$ cat src/rtl/interrupt_arbiter.sv
// Single-channel interrupt arbiter: grants one pending line, runs the ack/EOI handshake, then pulses int_clr.
// Optional macro INT_ARB_RR_EN selects round-robin arbitration; otherwise the lowest index wins.
module interrupt_arbiter #(
    parameter int WIDTH    = 31,
    parameter int IDW      = 5,
    parameter int HOLD_CYC = 2
) (
    input  logic             clk,
    input  logic             rst,
    input  logic [WIDTH-1:0] int_line,
    input  logic             irq_ack,
    input  logic             irq_eoi,
    output logic             irq,
    output logic [IDW-1:0]   irq_id,
    output logic [WIDTH-1:0] int_clr,
    output logic             busy
);

    typedef enum logic [2:0] {IDLE, REQ, SVC, CLR, HOLD} state_t;

    state_t           state, state_n;
    logic             irq_n;
    logic [IDW-1:0]   irq_id_n;
    logic [WIDTH-1:0] int_clr_n;
    logic [3:0]       cnt, cnt_n;
    logic [IDW-1:0]   winner;
    logic [IDW-1:0]   search_start;

    // First set bit found scanning upward from start, wrapping at WIDTH-1.
    function automatic logic [IDW-1:0] pick(input logic [WIDTH-1:0] lines,
                                            input logic [IDW-1:0]   start);
        logic [IDW-1:0]   w;
        logic             found;
        logic [WIDTH-1:0] sh;
        int               idx;
        w     = '0;
        found = 1'b0;
        for (int i = 0; i < WIDTH; i++) begin
            idx = int'(start) + i;
            if (idx >= WIDTH) idx = idx - WIDTH;
            sh = lines >> idx;
            if (!found && sh[0]) begin
                w     = IDW'(idx);
                found = 1'b1;
            end
        end
        return w;
    endfunction

`ifdef INT_ARB_RR_EN
    logic [IDW-1:0] ptr, ptr_n;
    assign search_start = ptr;
`else
    assign search_start = '0;
`endif

    assign winner = pick(int_line, search_start);

    always_comb begin
        state_n   = state;
        irq_n     = irq;
        irq_id_n  = irq_id;
        int_clr_n = '0;
        cnt_n     = cnt;
`ifdef INT_ARB_RR_EN
        ptr_n     = ptr;
`endif
        case (state)
            IDLE: begin
                if (|int_line) begin
                    irq_id_n = winner;
                    irq_n    = 1'b1;
                    state_n  = REQ;
                end
            end
            REQ: begin
                // Ack takes precedence over a simultaneous withdraw.
                if (irq_ack) begin
                    irq_n   = 1'b0;
                    state_n = SVC;
                end else if (!int_line[irq_id]) begin
                    irq_n   = 1'b0;
                    state_n = IDLE;
                end
            end
            SVC: begin
                if (irq_eoi) begin
                    int_clr_n = WIDTH'(1) << irq_id;
                    state_n   = CLR;
`ifdef INT_ARB_RR_EN
                    ptr_n     = (irq_id == IDW'(WIDTH - 1)) ? '0 : irq_id + 1'b1;
`endif
                end
            end
            CLR: begin
                cnt_n   = 4'(HOLD_CYC);
                state_n = HOLD;
            end
            HOLD: begin
                // Gives the source time to drop its stale pending flag before rearbitration.
                cnt_n = cnt - 4'd1;
                if (cnt_n == 4'd0) state_n = IDLE;
            end
            default: state_n = IDLE;
        endcase
    end

    always_ff @(posedge clk) begin
        if (rst) begin
            state   <= IDLE;
            irq     <= 1'b0;
            irq_id  <= '0;
            int_clr <= '0;
            busy    <= 1'b0;
            cnt     <= '0;
`ifdef INT_ARB_RR_EN
            ptr     <= '0;
`endif
        end else begin
            state   <= state_n;
            irq     <= irq_n;
            irq_id  <= irq_id_n;
            int_clr <= int_clr_n;
            busy    <= (state_n != IDLE);
            cnt     <= cnt_n;
`ifdef INT_ARB_RR_EN
            ptr     <= ptr_n;
`endif
        end
    end

endmodule

$ cat config.mk
export PLATFORM = sky130hd
export DESIGN_NAME = interrupt_arbiter
export DESIGN_NICKNAME = d
export VERILOG_FILES = /design/src/rtl/interrupt_arbiter.sv
export SDC_FILE = /design/constraint.sdc
export NUM_CORES = 1
export LEC_CHECK = 0
export ABC_AREA = 1
export BUFFER_PORTS_ARGS = -buffer_cell sky130_fd_sc_hd__buf_2
export CORE_ASPECT_RATIO = 1.5
export CORE_MARGIN = 2
export CORE_UTILIZATION = 40
export CTS_CLUSTER_SIZE = 16
export DETAILED_ROUTE_END_ITERATION = 7
export SETUP_SLACK_MARGIN = 0.5
export SLEW_MARGIN = 20
export SYNTH_ARGS = -nofsm -noshare
export SYNTH_HDL_FRONTEND = slang
export SYNTH_SLANG_ARGS = --single-unit
$ cat constraint.sdc
create_clock -name clk -period 3.5 [get_ports clk]
set_input_delay 0.175 -clock clk [delete_from_list [all_inputs] [get_ports clk]]
set_output_delay 0.175 -clock clk [all_outputs]
set_load 0.05 [all_outputs]
==> flow_summary_export.csv, run 1 <==
group,metric,value,unit
outcome,status,"complete, no violations",
clock_network,post_cts_buffers,0,
drt,ant_nets,0,
synth,synth_mux_area_share,0,%
synth,ys_ff_latch,45,
drt,drt_iter0_markers,116,
sta,fin_crit_sh,54.79,%
setup_path,setup.worst_path.class,"reg -> reg",
sta,period_minus_slack,1.917,ns
synth,synth-main-ff-cell,"dfxtp_1",
setup_path,cp_top_family,"simple AND/OR/NAND/NOR gates",
placed_design,io_buffers,72,
sta,final-hold-violation-count,0,
placed_design,dp_hpwl,5017,um
sta,rsz0062_at_grt,"no",
power,p_per_area,425.1,mW/mm2
floorplanning,die_area,0.006490,mm2
setup_path,cp_slowest_cell,"nor2_1",
drt,met2WireLength,3272,um
setup_path,end_kind,"flip-flop",
global_routing,gr-total-overflow,0,
worst_hold_path,hold_class,"in -> reg",
setup_path,path_max_fanout,12,
global_routing,grtUsageTotal,20.48,%
drt,viasPerCell,5.015,
drt,wirelength,6216,um
layout,finalNetCount,443,
global_routing,grt_pass1_wl,10330,um
synth,synth.most_common_cell,"nor2_1",
floorplanning,placementRows,34,
sta,setup_viol,0,
layout,instances_no_fill,478,
clock_network,cts_buffers,5,
drt,drt-pass1-iter-count,4,
synth,async_flop_share,0,%
sta,clock_skew,0.005809,ns
synth,ys_seq_area_share,38.50,%
clock_network,cts_resized,0,
synth,avgSynthCellArea,7.026,um2
clock_network,clockRootBuffer,"clkbuf_8",
floorplanning,dieWidth,66.45,um
sta,tightest_slew,0.8190,ns
layout,drive_gt1_share,26.60,%
synth,synth_compound_area_share,12.41,%
clock_network,htree_levels,2,
clock_network,cts_tree,"yes",
synth,synth_fp_nets,370,
clock_network,ctsHoldBuffers,0,
clock_network,clk_pin_slew_worst_paths,0.08,ns
sta,clock.fmax,521.5,MHz
drt,vias,2397,
synth,synth_top_family_by_area,"simple AND/OR/NAND/NOR gates",
clock_network,clkSinkCount,45,
floorplanning,fp.coreArea,0.005743,mm2
setup_path,crit_arrival,2.16,ns
job,drv_cap,0,
placed_design,dp_cells,471,
layout,syn2layout_area_growth,22.35,%
sta,setup_tns,0,ns
sta,drv_slew,0,
synth,synth_top_area_share,38.50,%
sta,slew_headroom,45.20,%
synth,syn_area,0.002340,mm2
drt,wl_met1,2396,um
placed_design,routabilityCongestion,0.8832,
synth,ys_warn_count,0,
power,p_leak,1.386,nW
drt,drc,0,
setup_path,r2r_setup_slack,1.58,ns
synth,synth_common_cells,"64 x nor2_1, 50 x nand2_1, 45 x dfxtp_1, 41 x inv_1, 24 x nand3_1",
floorplanning,die_y,97.67,um
floorplanning,ios,73,
global_routing,grt_start_max_net_pins,15,
power,peakVddDrop,0.2340,mV
setup_path,crit_chain,"inv_2 > nor2_1 > a22oi_1 > nand3_1 > nand3_1 > nand3_1 > nand4_1 > nand2_1 > nand2_1 > nand2_1",
setup_path,path_buf_inv,1,
drt,wl_met3,274,um
synth,synthDistinctLibCells,38,
floorplanning,start_util,40.74,%
synth,synthXorXnorAreaFrac,0.7487,%
drt,wire_per_inst,13.00,um
drt,dr.max_layer_used,"met4",
setup_path,startpoint_type,"flip-flop",
synth,yosysTopAreaCell,"dfxtp_1",
setup_path,cpPeakStageDelay,0.62,ns
setup_path,crit_required,3.74,ns
synth,synth_cells,333,
global_routing,grt_pass1_vias,2231,
global_routing,antenna_found_initial,0,
clock_network,clk_latency,0.29,ns
synth,synthSimpleGateAreaFrac,38.07,%
synth,synth_edf_count,0,
synth,synthAdderAreaFrac,1.070,%
clock_network,clockBufferDepth,2,
synth,synthTopCellsByArea,"dfxtp_1 39%, nor2_1 10%, nand2_1 8.0%, inv_1 6.6%, nand3_1 5.1%",
layout,antenna_cells,0,
## worst paths after layout
kind              startpoint        end  cells past startpoint
setup / recovery   irq_id[0]       busy                     10
hold / removal           rst  irq_id[0]                      2
setup reg to reg   irq_id[0]       busy                     10
hold reg to reg       cnt[3]     cnt[3]                      2
## layer usage
layer / vias to the layer above / global-route usage (%)
li1: 1238 / -
met2: 73 / 36.46
met1: 1069 / 22.84
met4: 0 / 10.99
met3: 17 / 2.317
met5: - / 0
## cells in the final DEF (no fill, tap or decap), types with 2 or more instances in the layout
master,Yosys,final
ha_1,2,2
a21oi_1,10,10
nand3_1,24,24
clkinv_1,2,2
o221ai_1,2,2
o2111ai_1,2,2
dfxtp_1,45,45
inv_1,41,41
nor2_4,4,4
clkbuf_8,0,5
a22oi_1,5,5
buf_2,1,72
o21ai_0,10,10
nor2_2,5,5
a21oi_2,2,2
nand2_1,50,50
nor3_1,11,11
nand2_2,4,4
nand3_2,2,2
nand4_1,13,13
o211ai_1,4,4
o21ai_1,6,6
inv_2,6,6
nor2_1,64,64
## power by group
group          internal [mW]  switching (mW)  leakage (nW)
sequential             0.531          0.0277         0.364
clock                  0.207           0.160        0.0540
combinational         0.0833           0.207         0.967
total                  0.822           0.395          1.39
## sequential cells by signal, summed over array words and instances (netlist names)
name and flops:
state 3, busy 1, int_clr 31, cnt 4, irq 1, irq_id 5
## final cells by class
| type | count | area (um2) |
|---|---|---|
| Tap cell | 72 | 90.09 |
| Fill cell | 627 | 2880 |
| Multi-Input combinational cell | 233 | 1224 |
| Timing Repair Buffer | 72 | 360.3 |
| Sequential cell | 45 | 900.9 |
| Clock inverter | 2 | 35.03 |
| Inverter | 49 | 183.9 |
| Clock buffer | 5 | 68.82 |
## cells by family after synthesis
| kind of cell | Yosys count |
|---|---|
| adders and majority gates | 2 |
| xor gates and xnor gates | 2 |
| DFF | 45 |
| and+or+nand+nor | 183 |
| AOI/OAI and AO/OA | 46 |
| buffers and inverters | 55 |
## worst reg2reg max path: cells and delay by family (launching register included)
kind                   cells  cell delay (ns)
buffers and inverters      1             0.05
and+or+nand+nor            8             1.26
AOI/OAI and AO/OA          1             0.15
DFF                        1             0.42
## stage by stage
step	total power, mW	hold slack (ns)	setup slack [ns]	util [%]	area, um2
finish	1.217	0.1696	1.583	49.85	2863
CTS	1.225	0.1676	1.574	49.85	2863
floorplan	0.7642	0.3594	1.726	-	2340
detailed placement	0.8601	0.4798	1.592	48.04	2759
global placement	0.8574	0.4671	1.744	48.04	2759
global route	1.278	0.1856	1.425	49.85	2863
Power figures use the tool's default switching activity.
==> run 2: changes to the inputs <==
- clock period: 3.5 -> 1.8 ns (I/O delays scaled with it)
==> flow_summary_export.csv, run 2 (same netlist as run 1, synthesis figures left out) <==
group,metric,value,unit
drt,wirelength,6835,um
floorplanning,die_area,0.006490,mm2
layout,final_cell_mix,"68 x buf_2, 52 x nor2_1, 42 x nand2_1",
sta,drv_slew,0,
sta,final-hold-violation-count,0,
global_routing,grtUsageTotal,21.71,%
global_routing,grt_pass1_vias,2425,
job,drv_cap,0,
clock_network,clockBufferDepth,2,
power,peakVddDrop,0.4285,mV
clock_network,clk_pin_slew_worst_paths,0.09,ns
global_routing,gr-total-overflow,0,
drt,ant_nets,0,
clock_network,htree_levels,2,
sta,setup_tns,0,ns
layout,instances_no_fill,501,
floorplanning,dieWidth,66.45,um
setup_path,end_kind,"flip-flop",
floorplanning,die_y,97.67,um
setup_path,startpoint_type,"flip-flop",
layout,drive_gt1_share,42.42,%
power,p_leak,1.559,nW
placed_design,dp_cells,478,
layout,antenna_cells,0,
sta,rsz0062_at_grt,"yes",
clock_network,clkSinkCount,45,
global_routing,antenna_found_initial,0,
placed_design,routabilityCongestion,0.9097,
floorplanning,fp.coreArea,0.005743,mm2
layout,regMostFlops,"int_clr",
sta,period_minus_slack,1.458,ns
floorplanning,ios,73,
sta,fin_crit_sh,81.00,%
global_routing,grt_start_max_net_pins,17,
placed_design,dp_slack,0.1755,ns
layout,largest_reg_flops,31,
sta,clock_skew,0.005313,ns
drt,drc,0,
setup_path,crit_arrival,1.71,ns
layout,syn2layout_area_growth,40.59,%
drt,wire_per_inst,13.64,um
worst_hold_path,hold_class,"in -> reg",
power,p_per_area,772.1,mW/mm2
sta,clock.fmax,685.9,MHz
clock_network,ctsHoldBuffers,0,
placed_design,dp_hpwl,5234,um
setup_path,reg2reg_depth,9,
outcome,status,"complete, no violations",
global_routing,grt_pass1_wl,10940,um
placed_design,io_buffers,72,
power,p_total,2.540,mW
clock_network,clockRootBuffer,"clkbuf_8",
sta,setup_viol,0,
layout,nFillCells,588,
setup_path,crit_required,2.05,ns
sta,tightest_slew,0.4543,ns
sta,slew_headroom,69.48,%
setup_path,setup.worst_path.class,"reg -> reg",
layout,finalNetCount,465,
drt,viasPerCell,5.052,
drt,vias,2531,
floorplanning,start_util,40.74,%
floorplanning,placementRows,34,
clock_network,clk_latency,0.30,ns
clock_network,cts_tree,"yes",
setup_path,path_max_fanout,6,
worst_hold_path,worstHoldPathCells,2,
layout,layout_commonest_cell,"buf_2",
layout,top_regs,"int_clr x31, irq_id x5, cnt x4",
drt,drt-pass1-iter-count,4,
drt,drt_iter0_markers,107,
clock_network,cts_buffers,5,
sta,fin_ws,0.3421,ns
-- run 2: routing by layer --
layer	track usage (%)	wire length, um	vias to the layer above
met5	0	0	-
met4	6.436	116	0
met3	3.476	287	13
li1	-	-	1286
met2	41.23	3806	60
met1	23.55	2625	1172
-- run 2: through the flow --
step / hold slack [ns] / area (um2) / util, %
6_report: 0.07411 / 3289 / 57.28
5_1_grt: 0.07333 / 3289 / 57.28
4_1_cts: 0.06132 / 3077 / 53.57
3_5_place_dp: 0.3825 / 2856 / 49.74
3_3_place_gp: 0.3768 / 2856 / 49.74
2_1_floorplan: 0.2744 / 2395 / -
-- run 2: critical path: stages, from the launching register on --
cell	delay, ns
dfxtp_4	0.45
nand2_4	0.07
buf_6	0.12
o211ai_1	0.23
o221ai_2	0.13
nand3_2	0.09
nand4_1	0.10
nand2_1	0.09
nand2_1	0.06
nand2_1	0.06
-- run 2: worst paths after layout --
kind                            startpoint   endpoint  slack, ns
worst max-delay path             irq_id[1]       busy       0.34
worst min-delay path                   rst  irq_id[0]       0.07
worst max register to register   irq_id[1]       busy       0.34
worst min register to register      cnt[3]     cnt[3]       0.48
-- run 2: what timing repair did --
| item | in CTS | in global routing |
|---|---|---|
| setup buffers | 6 | 8 |
| setup endpoints to repair | 38 | 41 |
| gates resized for setup | 25 | 44 |
| pin swaps | 10 | 25 |
| cloned | 1 | 0 |
-- run 2: cell type report --
type	count	area, um2	area share, %
clock buffers	5	68.82	2.092
clock inverters	3	23.77	0.7227
inverters	49	193.9	5.896
multi-input cells	234	1441	43.82
flip-flops and latches	45	917.1	27.88
well taps	72	90.09	2.739
repair buffers	93	554.3	16.85
-- run 2: where the power goes --
part | internal, mW | switching, mW | leakage, nW
Combinational | 0.281 | 0.500 | 1.14
Clock | 0.282 | 0.377 | 0.0491
Sequential | 1.04 | 0.0607 | 0.368
Total | 1.60 | 0.938 | 1.56
